===== src/rtl/cdb_arbiter.sv =====
// Common data bus arbiter: one-entry holding buffer per result producer,
// round-robin grant of one buffered result per cycle onto a registered CDB.
module cdb_arbiter #(
    parameter int unsigned N_REQ  = 3,
    parameter int unsigned DATA_W = 32,
    parameter int unsigned TAG_W  = 4
) (
    input  logic                     clk_in,
    input  logic                     rst_in,
    input  logic                     rdy_in,
    input  logic [N_REQ-1:0]         req_valid_in,
    input  logic [N_REQ*TAG_W-1:0]   req_tag_in,
    input  logic [N_REQ*DATA_W-1:0]  req_value_in,
    output logic [N_REQ-1:0]         req_ready_out,
    input  logic                     rob_flush_in,
    output logic                     cdb_valid_out,
    output logic [TAG_W-1:0]         cdb_tag_out,
    output logic [DATA_W-1:0]        cdb_value_out,
    output logic [$clog2(N_REQ)-1:0] cdb_src_out
);

    localparam int unsigned SRC_W = $clog2(N_REQ);

    typedef struct packed {
        logic [TAG_W-1:0]  tag;
        logic [DATA_W-1:0] val;
    } result_t;

    logic [N_REQ-1:0] hold_v_q, hold_v_d;
    result_t          hold_q [N_REQ];
    result_t          hold_d [N_REQ];
    logic [SRC_W-1:0] ptr_q, ptr_d;
    logic             cdb_vld_q, cdb_vld_d;
    result_t          cdb_q, cdb_d;
    logic [SRC_W-1:0] src_q, src_d;

    logic             grant_vld_c;
    logic [SRC_W-1:0] grant_idx_c;
    logic [N_REQ-1:0] grant_c;
    logic [SRC_W-1:0] scan_idx;

    // Round-robin pick: first full buffer at or after ptr, with wrap-around
    always_comb begin
        grant_vld_c = 1'b0;
        grant_idx_c = '0;
        scan_idx    = '0;
        for (int unsigned k = 0; k < N_REQ; k++) begin
            if (32'(ptr_q) + k >= N_REQ) begin
                scan_idx = SRC_W'(32'(ptr_q) + k - N_REQ);
            end else begin
                scan_idx = SRC_W'(32'(ptr_q) + k);
            end
            if (!grant_vld_c && hold_v_q[scan_idx] && rdy_in && !rob_flush_in) begin
                grant_vld_c = 1'b1;
                grant_idx_c = scan_idx;
            end
        end
    end

    // A buffer being drained this cycle can be refilled at the same edge
    always_comb begin
        grant_c       = '0;
        req_ready_out = '0;
        for (int unsigned i = 0; i < N_REQ; i++) begin
            grant_c[i]       = grant_vld_c && (grant_idx_c == SRC_W'(i));
            req_ready_out[i] = !rst_in && rdy_in && !rob_flush_in &&
                               (!hold_v_q[i] || grant_c[i]);
        end
    end

    always_comb begin
        hold_v_d  = hold_v_q;
        hold_d    = hold_q;
        ptr_d     = ptr_q;
        cdb_vld_d = cdb_vld_q;
        cdb_d     = cdb_q;
        src_d     = src_q;
        if (rdy_in) begin
            if (rob_flush_in) begin
                hold_v_d  = '0;
                cdb_vld_d = 1'b0;
            end else begin
                cdb_vld_d = grant_vld_c;
                if (grant_vld_c) begin
                    cdb_d                 = hold_q[grant_idx_c];
                    src_d                 = grant_idx_c;
                    hold_v_d[grant_idx_c] = 1'b0;
                    ptr_d = (grant_idx_c == SRC_W'(N_REQ - 1)) ? '0
                                                               : grant_idx_c + SRC_W'(1);
                end
                for (int unsigned i = 0; i < N_REQ; i++) begin
                    if (req_valid_in[i] && req_ready_out[i]) begin
                        hold_v_d[i]   = 1'b1;
                        hold_d[i].tag = req_tag_in[i*TAG_W +: TAG_W];
                        hold_d[i].val = req_value_in[i*DATA_W +: DATA_W];
                    end
                end
            end
        end
    end

    always_ff @(posedge clk_in or posedge rst_in) begin
        if (rst_in) begin
            hold_v_q  <= '0;
            ptr_q     <= '0;
            cdb_vld_q <= 1'b0;
            cdb_q     <= '0;
            src_q     <= '0;
            for (int unsigned i = 0; i < N_REQ; i++) begin
                hold_q[i] <= '0;
            end
        end else begin
            hold_v_q  <= hold_v_d;
            hold_q    <= hold_d;
            ptr_q     <= ptr_d;
            cdb_vld_q <= cdb_vld_d;
            cdb_q     <= cdb_d;
            src_q     <= src_d;
        end
    end

    assign cdb_valid_out = cdb_vld_q;
    assign cdb_tag_out   = cdb_q.tag;
    assign cdb_value_out = cdb_q.val;
    assign cdb_src_out   = src_q;

endmodule


===== config.mk =====
export PLATFORM = sky130hd
export DESIGN_NAME = cdb_arbiter
export DESIGN_NICKNAME = d
export VERILOG_FILES = /design/src/rtl/cdb_arbiter.sv
export SDC_FILE = /design/constraint.sdc
export NUM_CORES = 1
export LEC_CHECK = 0
export CAP_MARGIN = 40
export CELL_PAD_IN_SITES_DETAIL_PLACEMENT = 1
export CELL_PAD_IN_SITES_GLOBAL_PLACEMENT = 1
export CORE_MARGIN = 4
export CORE_UTILIZATION = 36
export CTS_CLUSTER_DIAMETER = 60
export DETAILED_ROUTE_END_ITERATION = 6
export PLACE_DENSITY_LB_ADDON = 0.1
export SYNTH_ARGS = -nofsm -noshare
export SYNTH_HDL_FRONTEND = slang
export SYNTH_SLANG_ARGS = --single-unit
export TNS_END_PERCENT = 5

===== constraint.sdc =====
create_clock -name clk_in -period 4.8 [get_ports clk_in]
set_input_delay 0.72 -clock clk_in [delete_from_list [all_inputs] [get_ports clk_in]]
set_output_delay 0.72 -clock clk_in [all_outputs]
set_load 0.03 [all_outputs]

======== Yosys cells after proc, flatten, opt, wreduce, memory -nomap -nowiden ========
Index checks and enable logic that the tools add are counted.
operators by class
  add/subtract/negate cells ............... 6
  $mul .................................... 0
  div/mod/pow operators ................... 0
  order comparisons ....................... 9
  equality and inequality tests ........... 2
  shifts and indexed selects .............. 0
  mux-type cells .......................... 27
  bitwise operators ....................... 4
  reduce and logical (&&, ||, !) cells .... 41
operators with widths
  cell                                                                    count
  36-bit binary-select mux with 2-bit select                              1
  36-bit 2-to-1 mux                                                       2
  1-bit logical AND                                                       20
  2-bit 2-to-1 mux                                                        7
  2-bit by 3-bit < comparator with 1-bit output (second input constant)   4
  3-bit AND reduction                                                     4
  1-bit 2-to-1 mux                                                        11
  3-bit nonzero test                                                      3
  1-bit zero test                                                         7
  1-bit binary-select mux with 2-bit select                               3
  3-bit by 2-bit >= comparator with 1-bit output (second input constant)  2
  3-bit 2-to-1 mux                                                        2
  2-bit AND reduction                                                     3
  2-bit subtractor (second input constant)                                3
  2-bit by 1-bit adder with 3-bit output (second input constant)          1
  2-bit by 2-bit adder with 3-bit output (second input constant)          1
  3-bit bitwise AND                                                       1
  3-bit >= comparator (second input constant)                             1
  1-bit logical OR                                                        3
  2-bit NOT with 3-bit output                                             1
  3-bit NOT                                                               1
  2-bit by 1-bit adder with 2-bit output (second input constant)          1
  1-bit demux with 2-bit select                                           1
  2-bit by 1-bit equality test with 1-bit output (second input constant)  1
  other kinds (5)                                                         5
word-level totals
  register bits ........................... 152
  bits in latches ......................... 0
  bits in writable memories ............... 0
  bits in read-only memories .............. 0
  output and inout port bits .............. 42
  word-level logic and storage cells ...... 103
  memories ................................ 0

======== Logic depth before layout (Yosys ltp) ========
Gate-level depths: netlist of run 1.
  depth after elaboration ................. 26
  gate-level depth with buffers ........... 12
  gate-level depth less buffers ........... 8

======== Worst setup path after synthesis of run 1 ========
Ideal clock, no wire load.
  path type ............................... input-to-reg
  start ................................... in rst_in
  end ..................................... reg hold_v_q[1]
  arrival ................................. 4,437 ps
  data required time ...................... 4,706 ps
  setup slack ............................. 269 ps
  stages .................................. 3
  cells stage by stage .................... inv_1 -> a32oi_1 -> o22ai_1
between the ends
  word-level cells in the longest chain between the ends .. 7
  elaborated cells on any way between the ends .. 9
  classes of those cells .................. mux (2); reduce/logical (7)
RTL lines
  item                                                                      line  RTL
  from (decl)                                                               9     input logic rst_in,
  1-bit zero test (no line) *                                               -
  1-bit logical AND * (3 in a row)                                          66    req_ready_out[i] = !rst_in && rdy_in && !rob_flush_in &&
  1-bit logical AND *                                                       92    if (req_valid_in[i] && req_ready_out[i]) begin
  3-bit nonzero test (no line) / 1-bit 2-to-1 mux (equally long branches)   -
  2-bit AND reduction (no line) / 3-bit 2-to-1 mux (equally long branches)  -
  to (signal assigned)                                                      113   hold_v_q <= hold_v_d;
  to (decl)                                                                 29    logic [N_REQ-1:0] hold_v_q, hold_v_d;
Every way passes the cells marked *; elsewhere a longest branch is shown, timed or not.
A chain may end at the register's enable or synchronous reset.

======== Worst setup path after layout of run 1 ========
  start ................................... reg ptr_q[0]
  end ..................................... out req_ready_out[0]
between the ends
  word-level cells in the longest chain between the ends .. 21
  elaborated cells on any way between the ends .. 37
  classes of those cells .................. add/sub (5); order compare (3); mux (15); reduce/logical (14)
RTL lines
  item                                                                                             line  RTL
  from (decl)                                                                                      32    logic [SRC_W-1:0] ptr_q, ptr_d;
  from (signal assigned)                                                                           115   ptr_q <= ptr_d;
  parallel branches: the longest is 18 deep, another holds 2-bit by 1-bit adder with 3-bit output  -
  1-bit logical AND *                                                                              65    grant_c[i] = grant_vld_c && (grant_idx_c == SRC_W'(i));
  1-bit logical OR *                                                                               67    (!hold_v_q[i] || grant_c[i]);
  1-bit logical AND *                                                                              66
  to (decl)                                                                                        14    output logic [N_REQ-1:0] req_ready_out,
Mark *: on every way between the ends. The select of a mux whose other input is x is not followed.

==> results.json, run 1 <==
{
  "synth-edff-count": 0,
  "drc": 0,
  "rsz0062_at_grt": "no",
  "grt_first_pass_wirelength_mm": 29.55,
  "yosysUniqueCellTypes": 46,
  "h-tree-depth": 4,
  "slew_viol_final": 0,
  "worst_pin_slew_ns": 0.7992,
  "insertion_delay_ns": 0.42,
  "peakVddDrop_mv": 0.2698,
  "grt_overflow_total": 0,
  "cts_tree": "yes",
  "yosys.area.top_type": "dfrtp_1",
  "wl_per_cell_um": 22.05,
  "synthArstFlopShare_pct": 100.0,
  "dpl.hpwl_mm": 12.61,
  "p_sw_w": 0.002166,
  "postCtsHoldBufs": 0,
  "finClkSkew_ns": 0.006998,
  "grt_pass1_vias": 5200,
  "crit_type": "flop to primary output",
  "finalSetupViolations": 0,
  "slowest_stage": "clkdlybuf4s50_1",
  "pwr-share-comb_pct": 40.5,
  "fin_nets": 731,
  "hold_path.class": "flop to flop",
  "grtUsageTotal_pct": 19.06,
  "syn_avg_cell_area_um2": 14.34,
  "max_cap_viol_count": 0,
  "final_core_util_pct": 50.17,
  "cp-end-kind": "primary output",
  "status": "completed",
  "dr_total_vias": 4570,
  "synth_nets": 575,
  "clockRootBuffer": "clkbuf_16",
  "p_int_w": 0.003866,
  "numCtsBuffers": 17,
  "vias_per_cell": 5.345,
  "clk_pin_slew_ns": 0.06,
  "antenna_found_initial": 0,
  "cpPeakStageDelay_ns": 0.67,
  "synth_area_leaders": "dfrtp_1 (58%), mux2_2 (12%), mux2_4 (7.1%)",
  "syn_area_um2": 6551,
  "num_rows": 49,
  "core_area_um2": 17900,
  "grt_max_degree": 63,
  "cp.required_ns": 4.08,
  "finalCriticalPeriod_ns": 4.174,
  "port_buffers": 156,
  "synth.top_cell.area_share_pct": 58.06,
  "layout_setup_ws_ns": 0.6258,
  "die_w_um": 142.9,
  "crit_chain": "inv_1 > ha_1 > nand2b_1 > a221oi_2 > nor2_1 > o22ai_2 > and3_2 > o21a_1 > clkdlybuf4s50_1",
  "period_share_pct": 86.96,
  "ys_warn_count": 0,
  "cp_max_fo": 8,
  "maxSlewHeadroom_pct": 46.72,
  "diodes": 0,
  "drt_iter0_markers": 172,
  "syn_to_final_growth_pct": 37.11,
  "firstDrtPassIters": 4,
  "pre_cts_slack_ns": 0.6574,
  "die_y_um": 142.9,
  "p_leak_nw": 3.852,
  "crit_arrival_ns": 3.45,
  "fmax_ghz": 0.2396,
  "wl_mm": 18.86,
  "ys_ff_latch": 152,
  "synthFlopType": "dfrtp_1",
  "cts.sinks": 152,
  "ant_nets": 0,
  "io_pins": 157,
  "start_kind": "flop",
  "tns_ns": 0,
  "die-area_um2": 20420,
  "initial_core_util_pct": 36.59,
  "p_seq_share_pct": 36.4,
  "sw_frac_of_total_pct": 35.90,
  "cts_setup_buffers": 0,
  "gp_congestion": 0.8597,
  "cts.path.max_buffers": 2,
  "syn_inst": 457,
  "clkPwrFrac_pct": 23.1,
  "hold_viol_final": 0,
  "drive_gt1_share_pct": 25.08,
  "cts_resized": 0,
  "seq_area_frac_synth_pct": 58.06,
  "pwr_density_cell_nw_per_um2": 671.5
}
## cells in the final DEF (no fill, tap or decap), drive strengths merged, types with 2 or more instances in the layout
cell and n:
a21o 3, a21oi 5, a221o 12, a221oi 25, a22o 12, a32oi 2, and2 2, buf 13
bufinv 3, clkbuf 22, clkdlybuf4s50 156, clkinv 5, clkinvlp 2, dfrtp 152, ha 3, inv 9
mux2 109, nand2 9, nand2b 4, nand3 2, nor2 28, nor3b 2, o21a 3, o21ai 4
o22ai 2, o2bb2ai 24
## stage by stage
stage          area, um^2  power (W)  instances  hold slack, ns
2_1_floorplan        6555   0.003702        457          0.4492
3_3_place_gp         8283   0.004513        819          0.4615
3_5_place_dp         8366   0.004679        823          0.4749
4_1_cts              8982   0.006101        855          0.4833
5_1_grt              8982   0.006385        855          0.4928
6_report             8982   0.006032        855          0.4770
## worst paths after layout
path | from | to | slack [ns] | cells past startpoint
max | ptr_q[0] | req_ready_out[0] | 0.63 | 9
min | hold_q[106] | cdb_tag_out[2] | 0.48 | 1
max reg2reg | ptr_q[0] | hold_q[13] | 1.45 | 10
min reg2reg | hold_q[106] | cdb_tag_out[2] | 0.48 | 1
max in group asynchronous | rst_in | hold_q[86] | 3.23 | 3
min in group asynchronous | rst_in | hold_v_q[1] | 0.58 | 2
## final cells by class
class / instances / area (um^2)
timing repair buffer: 169 / 1724
fill: 1788 / 8920
clock buffer: 22 / 474.2
clock inverter: 10 / 142.6
sequential: 152 / 3804
tap: 229 / 286.5
inverter: 9 / 37.54
multi-input combinational: 264 / 2514
## cells in the mapped netlist (2+ instances only)
| library cell | n |
|---|---|
| dfrtp_1 | 152 |
| mux2_2 | 71 |
| mux2_4 | 31 |
| nor2_1 | 28 |
| a221oi_1 | 24 |
| o2bb2ai_1 | 24 |
| clkbuf_1 | 14 |
| a221o_1 | 12 |
| a22o_1 | 12 |
| inv_1 | 9 |
| nand2_1 | 9 |
| buf_2 | 8 |
| mux2_1 | 7 |
| nand2b_1 | 4 |
| o21ai_0 | 4 |
| a21o_1 | 3 |
| a21oi_1 | 3 |
| buf_12 | 3 |
| buf_4 | 3 |
| buf_6 | 3 |
| ha_1 | 3 |
| o21a_1 | 3 |
| a21oi_2 | 2 |
| and2_1 | 2 |
| nand3_1 | 2 |
## state kept, by name (all words and copies together), names as in the netlist
register / count
cdb_valid_out: 1
hold_q: 108
cdb_tag_out: 4
cdb_src_out: 2
ptr_q: 2
cdb_value_out: 32
hold_v_q: 3
## worst max-delay path, delay by kind of cell, from the launching register on
family | cells | cell delay (ns)
DFF | 1 | 0.42
AOI/OAI and AO/OA | 3 | 0.86
adders and majority gates | 1 | 0.42
buffers and inverters | 2 | 0.73
and+or+nand+nor | 3 | 0.60
## per-layer routing
layer	vias to the layer above	track usage [%]	routed length (um)
li1	2028	-	-
met1	2403	24.96	8225
met2	110	30.96	9371
met3	29	4.622	853
met4	0	6.753	407
met5	-	0	0
## cell families (layout without fill, tap and decap cells)
family | count (synthesis) | in the layout | synth area share [%]
adders and majority gates | 3 | 3 | 0.5730
DFF | 152 | 152 | 58.06
buffers and inverters | 41 | 210 | 3.762
and+or+nand+nor | 51 | 51 | 3.514
muxes | 109 | 109 | 20.51
AOI/OAI and AO/OA | 101 | 101 | 13.58
## power groups by stage
stage          Clock (W)  Combinational (W)  Sequential (W)
2_1_floorplan          0            0.00127         0.00244
5_1_grt          0.00149            0.00262         0.00227
6_report         0.00139            0.00244         0.00219
4_1_cts          0.00143            0.00248         0.00220
3_3_place_gp           0            0.00233         0.00218
3_5_place_dp           0            0.00247         0.00221
Power figures use the tool's default switching activity.
==> run 2, diff against run 1 <==
--- a/config.mk
+++ b/config.mk
@@ -13,6 +13,7 @@
 export CTS_CLUSTER_DIAMETER = 60
 export DETAILED_ROUTE_END_ITERATION = 6
 export PLACE_DENSITY_LB_ADDON = 0.1
+export SLEW_MARGIN = 20
 export SYNTH_ARGS = -nofsm -noshare
 export SYNTH_HDL_FRONTEND = slang
 export SYNTH_SLANG_ARGS = --single-unit
==> run 2 against run 1 <==
Compared with the run above:
- global-route usage about the same
- sequential cell count unchanged
- final area grew 0.28%
- utilization is 0.14 points higher
- critical path depth fell by 1
- first-iteration DRC count is 7.6% lower
- register-to-register slack better by 0.09 ns
- largest cell class unchanged
==> results.json, run 2 (synthesis results as in run 1) <==
{
  "cts.sinks": 152,
  "maxSlewHeadroom_pct": 60.90,
  "grt_max_degree": 62,
  "layout_common_cells": "clkdlybuf4s50_1 (156), dfrtp_1 (152), mux2_2 (71), mux2_4 (31), nor2_1 (28)",
  "core_area_um2": 17900,
  "grtUsageTotal_pct": 19.02,
  "crit_arrival_ns": 3.44,
  "regArea_um2": 3804,
  "clk_pin_slew_ns": 0.06,
  "r2r_cells": 10,
  "rsz0062_at_grt": "no",
  "dpl.hpwl_mm": 12.55,
  "multi_input_area_um2": 2514,
  "drive_gt1_share_pct": 25.20,
  "cts_tree": "yes",
  "vias_per_cell": 5.286,
  "hold_depth": 1,
  "port_buffers": 156,
  "grt_pass1_vias": 5182,
  "start_kind": "input port",
  "die-area_um2": 20420,
  "h-tree-depth": 4,
  "hold_viol_final": 0,
  "cp_max_fo": 8,
  "tns_ns": 0,
  "final_core_util_pct": 50.31,
  "die_w_um": 142.9,
  "numCtsBuffers": 17,
  "clockRootBuffer": "clkbuf_16",
  "pre_cts_slack_ns": 0.6710,
  "dr_total_vias": 4525,
  "drc": 0,
  "cts_setup_buffers": 0,
  "syn_to_final_growth_pct": 37.49,
  "cp.required_ns": 4.08,
  "layout_setup_ws_ns": 0.6359,
  "p_leak_nw": 3.861,
  "antenna_found_initial": 0,
  "hold_path.class": "flop to flop",
  "firstDrtPassIters": 4,
  "initial_core_util_pct": 36.59,
  "pwr_density_cell_nw_per_um2": 668.8,
  "finClkSkew_ns": 0.01480,
  "period_share_pct": 86.75,
  "gp_congestion": 0.8597,
  "fmax_ghz": 0.2401,
  "final_common_cell": "clkdlybuf4s50_1",
  "cts.path.max_buffers": 2,
  "peakVddDrop_mv": 0.3646,
  "finalSetupViolations": 0,
  "finalCriticalPeriod_ns": 4.164,
  "grt_first_pass_wirelength_mm": 29.59,
  "cts_resized": 0,
  "ant_nets": 0,
  "grt_overflow_total": 0,
  "status": "completed",
  "dpl_cell_area_um2": 8373,
  "wl_per_cell_um": 21.98,
  "fill_cells": 1815,
  "worst_pin_slew_ns": 0.5865,
  "wl_mm": 18.82,
  "postCtsHoldBufs": 0,
  "insertion_delay_ns": 0.42,
  "crit_type": "input port to primary output",
  "num_rows": 49,
  "die_y_um": 142.9,
  "io_pins": 157,
  "cp-end-kind": "primary output",
  "regMostFlops": "hold_q",
  "max_cap_viol_count": 0,
  "diodes": 0,
  "largest_reg_flops": 108,
  "hold_slack_ns": 0.4707,
  "stdcell_area_um2": 9007,
  "slew_viol_final": 0,
  "fin_nets": 732,
  "drt_iter0_markers": 159
}
run 2: changes by cell type in the layout (fill, tap and decap cells not counted):
cell        change
buf_16          +2
clkinv_2        +1
clkbuf_8        -1
buf_12          -1
clkinvlp_4      +1
clkinv_4        -1
run 2: final timing paths:
kind / start / endpoint / slack, ns
setup / recovery: rdy_in / req_ready_out[0] / 0.64
hold / removal: hold_q[106] / cdb_tag_out[2] / 0.47
setup reg to reg: ptr_q[0] / hold_q[13] / 1.54
hold reg to reg: hold_q[106] / cdb_tag_out[2] / 0.47
max in group asynchronous: rst_in / hold_q[102] / 3.19
min in group asynchronous: rst_in / hold_v_q[1] / 0.58
run 2: layer usage:
layer	routed length [um]	GRT usage (%)	vias up
met1	8220	25.02	2389
met4	235	5.853	0
met2	9561	31.21	96
met5	0	0	-
li1	-	-	2024
met3	797	4.655	16
run 2: layout make-up:
cell class	count	share of cell area, %
sequential	152	42.23
inverter	9	0.4167
clock inverter	11	1.625
tap	229	3.181
clock buffer	21	5.112
multi-input combinational	264	27.91
timing repair buffer	170	19.53
run 2: through the flow:
stage,total power [W],cells
after CTS,0.006098,855
after detailed placement,0.004689,823
after global placement,0.004513,819
after floorplan,0.003702,457
after global routing,0.006389,856
final,0.006024,856
run 2: worst max-delay path: stages:
cell and delay, ns:
clkdlybuf4s50_1 0.60, nand2b_1 0.22, a21oi_2 0.27, nand2_1 0.13, o22ai_2 0.42, and3_2 0.29, o21a_1 0.12, clkdlybuf4s50_1 0.67
run 2: power by group:
| group | internal (W) | total (W) | switching, W |
|---|---|---|---|
| combinational | 0.00115 | 0.00245 | 0.00130 |
| sequential | 0.00186 | 0.00220 | 0.000336 |
| clock | 0.000846 | 0.00137 | 0.000527 |
